`config.mk`:
```
export PLATFORM = sky130hd
export DESIGN_NAME = spi_port
export DESIGN_NICKNAME = d
export VERILOG_FILES = /design/src/rtl/spi_port.sv
export SDC_FILE = /design/constraint.sdc
export NUM_CORES = 1
export LEC_CHECK = 0
export CAP_MARGIN = 15
export CORE_MARGIN = 4
export CORE_UTILIZATION = 48
export CTS_BUF_LIST = sky130_fd_sc_hd__clkbuf_4
export CTS_CLUSTER_DIAMETER = 100
export CTS_CLUSTER_SIZE = 14
export DETAILED_ROUTE_END_ITERATION = 8
export MAX_ROUTING_LAYER = met4
export PLACE_DENSITY_LB_ADDON = 0.08
export SKIP_CTS_REPAIR_TIMING = 1
export SYNTH_ARGS = -nofsm -noshare
export SYNTH_HDL_FRONTEND = slang
export SYNTH_SLANG_ARGS = --single-unit
```
`constraint.sdc`:
```
create_clock -name PHI -period 1.8 [get_ports PHI]
set_clock_uncertainty 0.1 [all_clocks]
set_input_delay 0.45 -clock PHI [delete_from_list [all_inputs] [get_ports PHI]]
set_output_delay 0.45 -clock PHI [all_outputs]
set_load 0.02 [all_outputs]
```
`src/rtl/spi_port.sv`:
```
// Z180 I/O-mapped SPI master: data register at BASE_ADDR, control/status at BASE_ADDR+1.
// Serialises one byte per data write, MSB first, SPI mode 0.
//
// state   | meaning
// S_IDLE  | no transfer, sck low, busy low
// S_LOAD  | one cycle: copy tx into shift register, present bit 7
// S_SHIFT | toggling sck every div+1 cycles until the 8th falling edge
module spi_port #(
  parameter logic [7:0] BASE_ADDR = 8'h80
) (
  input  logic       PHI,
  input  logic       reset,
  input  logic [7:0] A,
  input  logic [7:0] D,
  input  logic       IORQ,
  input  logic       RD,
  input  logic       WR,
  input  logic       M1,
  output logic [7:0] data_out,
  output logic       data_en,
  output logic       waiting,
  output logic       spi_sdo,
  output logic       spi_sck,
  input  logic       spi_sdi,
  output logic [1:0] spi_select
);

  localparam logic [7:0] CTRL_ADDR = BASE_ADDR + 8'd1;

  typedef enum logic [1:0] {S_IDLE, S_LOAD, S_SHIFT} state_t;

  state_t      state_q, state_d;
  logic [7:0]  tx_q, tx_d;
  logic [7:0]  shift_q, shift_d;
  logic [7:0]  rx_q, rx_d;
  logic        samp_q, samp_d;
  logic        sdo_q, sdo_d;
  logic        sck_q, sck_d;
  logic [2:0]  bit_q, bit_d;
  logic [1:0]  hp_q, hp_d;
  logic [1:0]  div_q, div_d;
  logic [1:0]  sel_q, sel_d;
  logic        done_q, done_d;

  logic        is_data, is_ctrl, acc, busy, act;

  always_comb begin
    state_d = state_q;
    tx_d    = tx_q;
    shift_d = shift_q;
    rx_d    = rx_q;
    samp_d  = samp_q;
    sdo_d   = sdo_q;
    sck_d   = sck_q;
    bit_d   = bit_q;
    hp_d    = hp_q;
    div_d   = div_q;
    sel_d   = sel_q;

    is_data = (A == BASE_ADDR);
    is_ctrl = (A == CTRL_ADDR);
    acc     = ~IORQ & M1 & (~RD | ~WR) & (is_data | is_ctrl);
    busy    = (state_q != S_IDLE);
    waiting = acc & is_data & busy & ~done_q;
    // An access is taken once; data-register accesses hold off until the shifter is free.
    act     = acc & ~done_q & ~(is_data & busy);
    done_d  = acc & (done_q | act);

    data_en  = ~RD & ~IORQ & M1 & (is_data | is_ctrl);
    data_out = is_ctrl ? {busy, 1'b0, div_q, 2'b00, sel_q} : rx_q;

    case (state_q)
      S_IDLE: ;
      S_LOAD: begin
        shift_d = tx_q;
        sdo_d   = tx_q[7];
        sck_d   = 1'b0;
        bit_d   = 3'd0;
        hp_d    = div_q;
        state_d = S_SHIFT;
      end
      S_SHIFT: begin
        if (hp_q != 2'd0) begin
          hp_d = hp_q - 2'd1;
        end else begin
          hp_d  = div_q;
          sck_d = ~sck_q;
          if (!sck_q) begin
            samp_d = spi_sdi;
          end else begin
            shift_d = {shift_q[6:0], samp_q};
            sdo_d   = shift_q[6];
            bit_d   = bit_q + 3'd1;
            if (bit_q == 3'd7) begin
              rx_d    = {shift_q[6:0], samp_q};
              state_d = S_IDLE;
            end
          end
        end
      end
      default: state_d = S_IDLE;
    endcase

    if (act && !WR) begin
      if (is_data) begin
        tx_d    = D;
        state_d = S_LOAD;
      end else begin
        sel_d = D[1:0];
        div_d = D[5:4];
      end
    end
  end

  always_ff @(posedge PHI or posedge reset) begin
    if (reset) begin
      state_q <= S_IDLE;
      tx_q    <= 8'h00;
      shift_q <= 8'h00;
      rx_q    <= 8'hFF;
      samp_q  <= 1'b0;
      sdo_q   <= 1'b1;
      sck_q   <= 1'b0;
      bit_q   <= 3'd0;
      hp_q    <= 2'd0;
      div_q   <= 2'b11;
      sel_q   <= 2'b00;
      done_q  <= 1'b0;
    end else begin
      state_q <= state_d;
      tx_q    <= tx_d;
      shift_q <= shift_d;
      rx_q    <= rx_d;
      samp_q  <= samp_d;
      sdo_q   <= sdo_d;
      sck_q   <= sck_d;
      bit_q   <= bit_d;
      hp_q    <= hp_d;
      div_q   <= div_d;
      sel_q   <= sel_d;
      done_q  <= done_d;
    end
  end

  assign spi_sdo    = sdo_q;
  assign spi_sck    = sck_q;
  assign spi_select = sel_q;

endmodule
```
==> metrics.cfg <==
[global_route]
grt_use_total_pct = 18.2
gr-total-overflow = 0
grt_pass1_wl_microns = 7000
antenna_found_initial = 0
met3_usage_pct = 3.41
grt-busiest-layer = met2
grt_pass1_vias = 1402
grtUsageMet2_pct = 30.8
grt_max_degree = 39
grt_use_met1_pct = 22.6

[timing]
fmax_mhz = 451
fin_crit_sh_pct = 123
final.setup.worst_slack_ns = -0.417
slew_viol_final = 0
fin_crit_ns = 2.22
worstMarginPinSlew_ns = 0.330
rsz0062_at_grt = true
hold_viol = 0
maxSlewHeadroom_pct = 77.9
setup_viol = 10

[cts]
root_buffer = clkbuf_4
cts.clk_slew.worst_paths_ns = 0.11
cts_buffer_depth = 2
htree_levels = 2
clkLatencyLatePin_ns = 0.33
clock_sinks = 38
cts_buffers = 5
cts_tree = done

[yosys]
synth_seq_cells = 38
avgSynthCellArea_sq_um = 13.5
ys_types = 36
synth_top_cells_by_area = dfrtp_1 36%, mux2_2 24%, dfstp_2 15%, ha_1 4.0%, inv_1 1.4%
synth_warnings = 0
synth_top_area_share_pct = 35.6
syn_nets = 170
synth_area_sq_mm = 0.00190
synthCells = 141
ys_seq_area_share_pct = 50.9
synth_top_cell_by_area = dfrtp_1

[setup_path]
crit_fanout = 5
rr_startpoint = state_q[1]
path_class = input port to output port
arrival_ns = 1.67
endpoint_kind = output port
required_ns = 1.25
startpoint = A[6]
critPathLaunchType = input port
reg2regPathDepth = 6

[pwr]
power_switching_w = 0.000416
p_leak_nw = 1.46
ir_worst_vdd_mv = 0.486
power_frac_comb_pct = 13.2
p_sw_share_pct = 24.0
power.total_w = 0.00173
seqPwrFrac_pct = 52.6
pwr-share-clk_pct = 34.2
internal_power_w = 0.00132
power_density_mw_per_mm2 = 627

[floorplanning]
dieArea_sq_mm = 0.00502
core_area_sq_mm = 0.00374
start_util_pct = 50.7
die_w_microns = 70.9
rows = 22
ios = 37
die_h_microns = 70.9

[final_layout]
fillCellCount = 271
diodes = 0
multi_input_area_sq_mm = 0.00102
regArea_sq_um = 965
drive_above_1_share_pct = 58.4
area_growth_pct = 45.6
nets = 237

[detailed_routing]
drt-initial-drc-count = 71
wl_microns = 4400
drc = 0
wl_per_cell_microns = 17.1
first_pass_iters = 3
vias_per_cell = 5.25
drtAntennaViolNets = 0
vias = 1350

[run]
drv_cap = 0

[min_path]
min_path_cells = 4
min_path_type = input port to flop
holdCritStartpoint = IORQ

[outcome]
status = finished with violations
failed_checks = setup timing

[placement]
dp_hpwl_microns = 2950
gp_congestion = 0.787
dp_worst_setup_slack_ns = -1.19
portBuffers = 36

metal layers:
layer	up-vias	wire (microns)
met4	0	64
met5	-	0
met1	673	1840
met3	8	161
li1	643	-
met2	26	2330
sequential cells by signal, indices dropped and copies added (netlist names):
| signal | count |
|---|---|
| state_q | 2 |
| spi_sck | 1 |
| bit_q | 3 |
| done_q | 1 |
| rx_q | 8 |
| samp_q | 1 |
| spi_select | 2 |
| shift_q | 7 |
| div_q | 2 |
| hp_q | 2 |
| spi_sdo | 1 |
| tx_q | 8 |
area by class of cell:
cell class                      count  area share (%)
Clock buffer                        6            1.63
Timing Repair Buffer               63            22.1
Sequential cell                    38            34.9
Multi-Input combinational cell     93            36.8
Tap cell                           48            2.17
Clock inverter                      2            1.36
Inverter                            7           0.951
worst max-delay path: stages:
cell and delay [ns]:
buf_6 0.10, nor4b_4 0.37, nand3_4 0.16, buf_6 0.16
mux2_4 0.29, buf_6 0.13
power by group through the flow:
stage	Clock (W)	Sequential, W	Combinational [W]
2_1_floorplan	0	0.000934	0.0000860
3_3_place_gp	0	0.000925	0.000211
3_5_place_dp	0	0.000927	0.000217
4_1_cts	0.000611	0.000912	0.000219
5_1_grt	0.000653	0.000917	0.000245
6_report	0.000593	0.000912	0.000228
synthesized netlist by cell type, drive strengths merged:
master	n
nor3	3
buf	4
o221ai	1
nor2b	3
nor3b	1
nand4bb	1
a21oi	3
and4b	1
dfstp	11
a32o	1
ha	6
mux2i	1
inv	7
nand3	2
nor4	1
o21ai	2
a21boi	1
nor2	2
nand2	8
and4bb	1
and2	3
dfrtp	27
xnor2	1
a22o	2
nand4	3
o31ai	1
mux2	42
nor4b	2
cell usage in the layout (no fill, tap or decap), types with 2 or more instances in the layout:
cell type and instances:
dfrtp_1 27, dlymetal6s2s_1 11, nand2_1 7, clkdlybuf4s50_1 12, nor2_1 2, clkbuf_2 3
buf_12 2, o21ai_0 2, inv_1 6, buf_6 11, nand4_4 2, a21oi_1 2
buf_2 2, nand4_1 2, ha_1 4, dfstp_2 11, and2_2 3, clkbuf_4 6
mux2_4 9, a22o_1 2, mux2_2 33, buf_4 22, nor4b_4 2
metrics by stage:
step	area [sq um]	std cells	utilization, %	TNS, ns	hold slack (ns)
6_report	2760	257	73.8	-3.26	0.317
5_1_grt	2760	257	73.8	-4.34	0.334
4_1_cts	2610	251	69.8	-13.57	0.368
3_5_place_dp	2530	243	67.6	-17.58	0.390
3_3_place_gp	2530	243	67.6	-16.90	0.383
2_1_floorplan	1950	141	-	-1.22	0.370
logic make-up after synthesis:
logic type,after synthesis,synth area share (%)
muxes,43,25.5
DFF,38,50.9
and+or+nand+nor,31,12.3
AOI/OAI and AO/OA,11,4.22
buffers and inverters,11,2.77
adders and majority gates,6,3.96
xor gates and xnor gates,1,0.462
path summary, 6_finish.rpt:
kind	end	slack, ns
setup / recovery	data_out[5]	-0.42
hold / removal	done_q	0.32
setup reg to reg	shift_q[0]	0.01
hold reg to reg	tx_q[2]	0.41
max in group asynchronous	rx_q[3]	0.97
min in group asynchronous	done_q	0.37
(Power assumes the default switching activity.)
==> RTL change: new RTL, same settings <==
The 3 states of `state_t` get a one-hot encoding in 3 bits.
--- a/src/rtl/spi_port.sv
+++ b/src/rtl/spi_port.sv
@@ -27,7 +27,7 @@
 
   localparam logic [7:0] CTRL_ADDR = BASE_ADDR + 8'd1;
 
-  typedef enum logic [1:0] {S_IDLE, S_LOAD, S_SHIFT} state_t;
+  typedef enum logic [2:0] {S_IDLE = 3'b001, S_LOAD = 3'b010, S_SHIFT = 3'b100} state_t;
 
   state_t      state_q, state_d;
   logic [7:0]  tx_q, tx_d;
Check against the original RTL: same outputs for any inputs over 10 cycles, from zero or initial values and one cycle with reset high; not proved beyond that.
==> RTL change against the original RTL <==
Critical endpoint is now data_out[0]; routed wire length is 15% higher; sequential power decreased by 3.1%; final area is 4.5% higher; the run still ends with setup timing left; sequential cell count grew 1; power shrank 16%; count of clock-buffer cells in the layout did not move; setup slack better by 0.091 ns; synthesized area shrank 0.13%.
==> RTL change: results (changes against the original RTL) <==
{| class="wikitable"
! Metric !! Value
|-
| Wire length on met2 || 2690 um (was 2330 um)
|-
| Dpl cell area || 2520 um2 (was 2530 um2)
|-
| CP Max Fanout || 4 (was 5)
|-
| Wire length after detailed routing || 5040 um (was 4400 um)
|-
| Final worst-path setup slack || -0.326 ns (was -0.417 ns)
|-
| Switching part of the total power || 22.9% (was 24.0%)
|-
| Crit Reg-Reg Endpoint || shift_q[1] (was shift_q[0])
|-
| Filler cells || 241 (was 271)
|-
| Outcome || complete, but fails checks (unchanged)
|-
| Overall power || 1.45 mW (was 1.73 mW)
|-
| Final TNS setup || -4.27 ns (was -3.26 ns)
|-
| List of most frequent post-synthesis cells || mux2_2 (34), dfrtp_1 (27), dfstp_2 (12), nand2_1 (9), mux2_4 (8) (was mux2_2 (41), dfrtp_1 (27), dfstp_2 (11), inv_1 (7), nand2_1 (7))
|-
| Met1 Resource Use GR || 21.9% (was 22.6%)
|-
| P_comb || 115 uW (was 228 uW)
|-
| Setup violations, final || 39 (was 10)
|-
| Detailed route wirelength on metal3 || 140 um (was 161 um)
|-
| M1 wire length || 2150 um (was 1840 um)
|-
| Global placement routability congestion || 0.798 (was 0.787)
|-
| Cell types with the largest area share after synthesis || dfrtp_1 (36%), mux2_2 (20%), dfstp_2 (17%) (was dfrtp_1 (36%), mux2_2 (24%), dfstp_2 (15%))
|-
| Global Route Usage Sum || 18.1% (was 18.2%)
|-
| Largest stage delay, worst path || 0.31 ns (was 0.37 ns)
|-
| Slew at the pin closest to its max-slew limit || 0.328 ns (was 0.330 ns)
|-
| Via count of the routed design || 1481 (was 1350)
|-
| Leakage dissipation || 1.43 nW (was 1.46 nW)
|-
| Failing checks || setup timing (unchanged)
|-
| Number of distinct library cells after synthesis || 31 (was 36)
|-
| Total instance count after detailed placement || 248 (was 243)
|}
RTL change: cell count changes after synthesis, moves of 4 or more:
cell | unedited run | this run
mux2_4 | 0 | 8
nand2b_1 | 0 | 4
ha_1 | 6 | 2
nor2_1 | 2 | 7
mux2_2 | 41 | 34
RTL change: worst min-delay path, cell delays in order:
cell and delay, ns:
clkdlybuf4s50_1 0.39, inv_1 0.09, buf_12 0.22
RTL change: cells by family after synthesis:
family	share of synthesized area (%)
multiplexers	27.6
AND/OR/NAND/NOR	12.3
flip-flops	52.3
AO/OA/AOI/OAI	4.95
buffers and inverters	1.52
adder cells (fa/ha/maj)	1.32
RTL change: final cells by class:
| cell class | instances | area share (%) |
|---|---|---|
| clock buffer | 6 | 1.56 |
| clock inverter | 2 | 0.433 |
| inverter | 4 | 0.520 |
| multi-input combinational | 101 | 35.9 |
| sequential | 39 | 34.3 |
| tap | 48 | 2.08 |
| timing repair buffer | 72 | 25.1 |
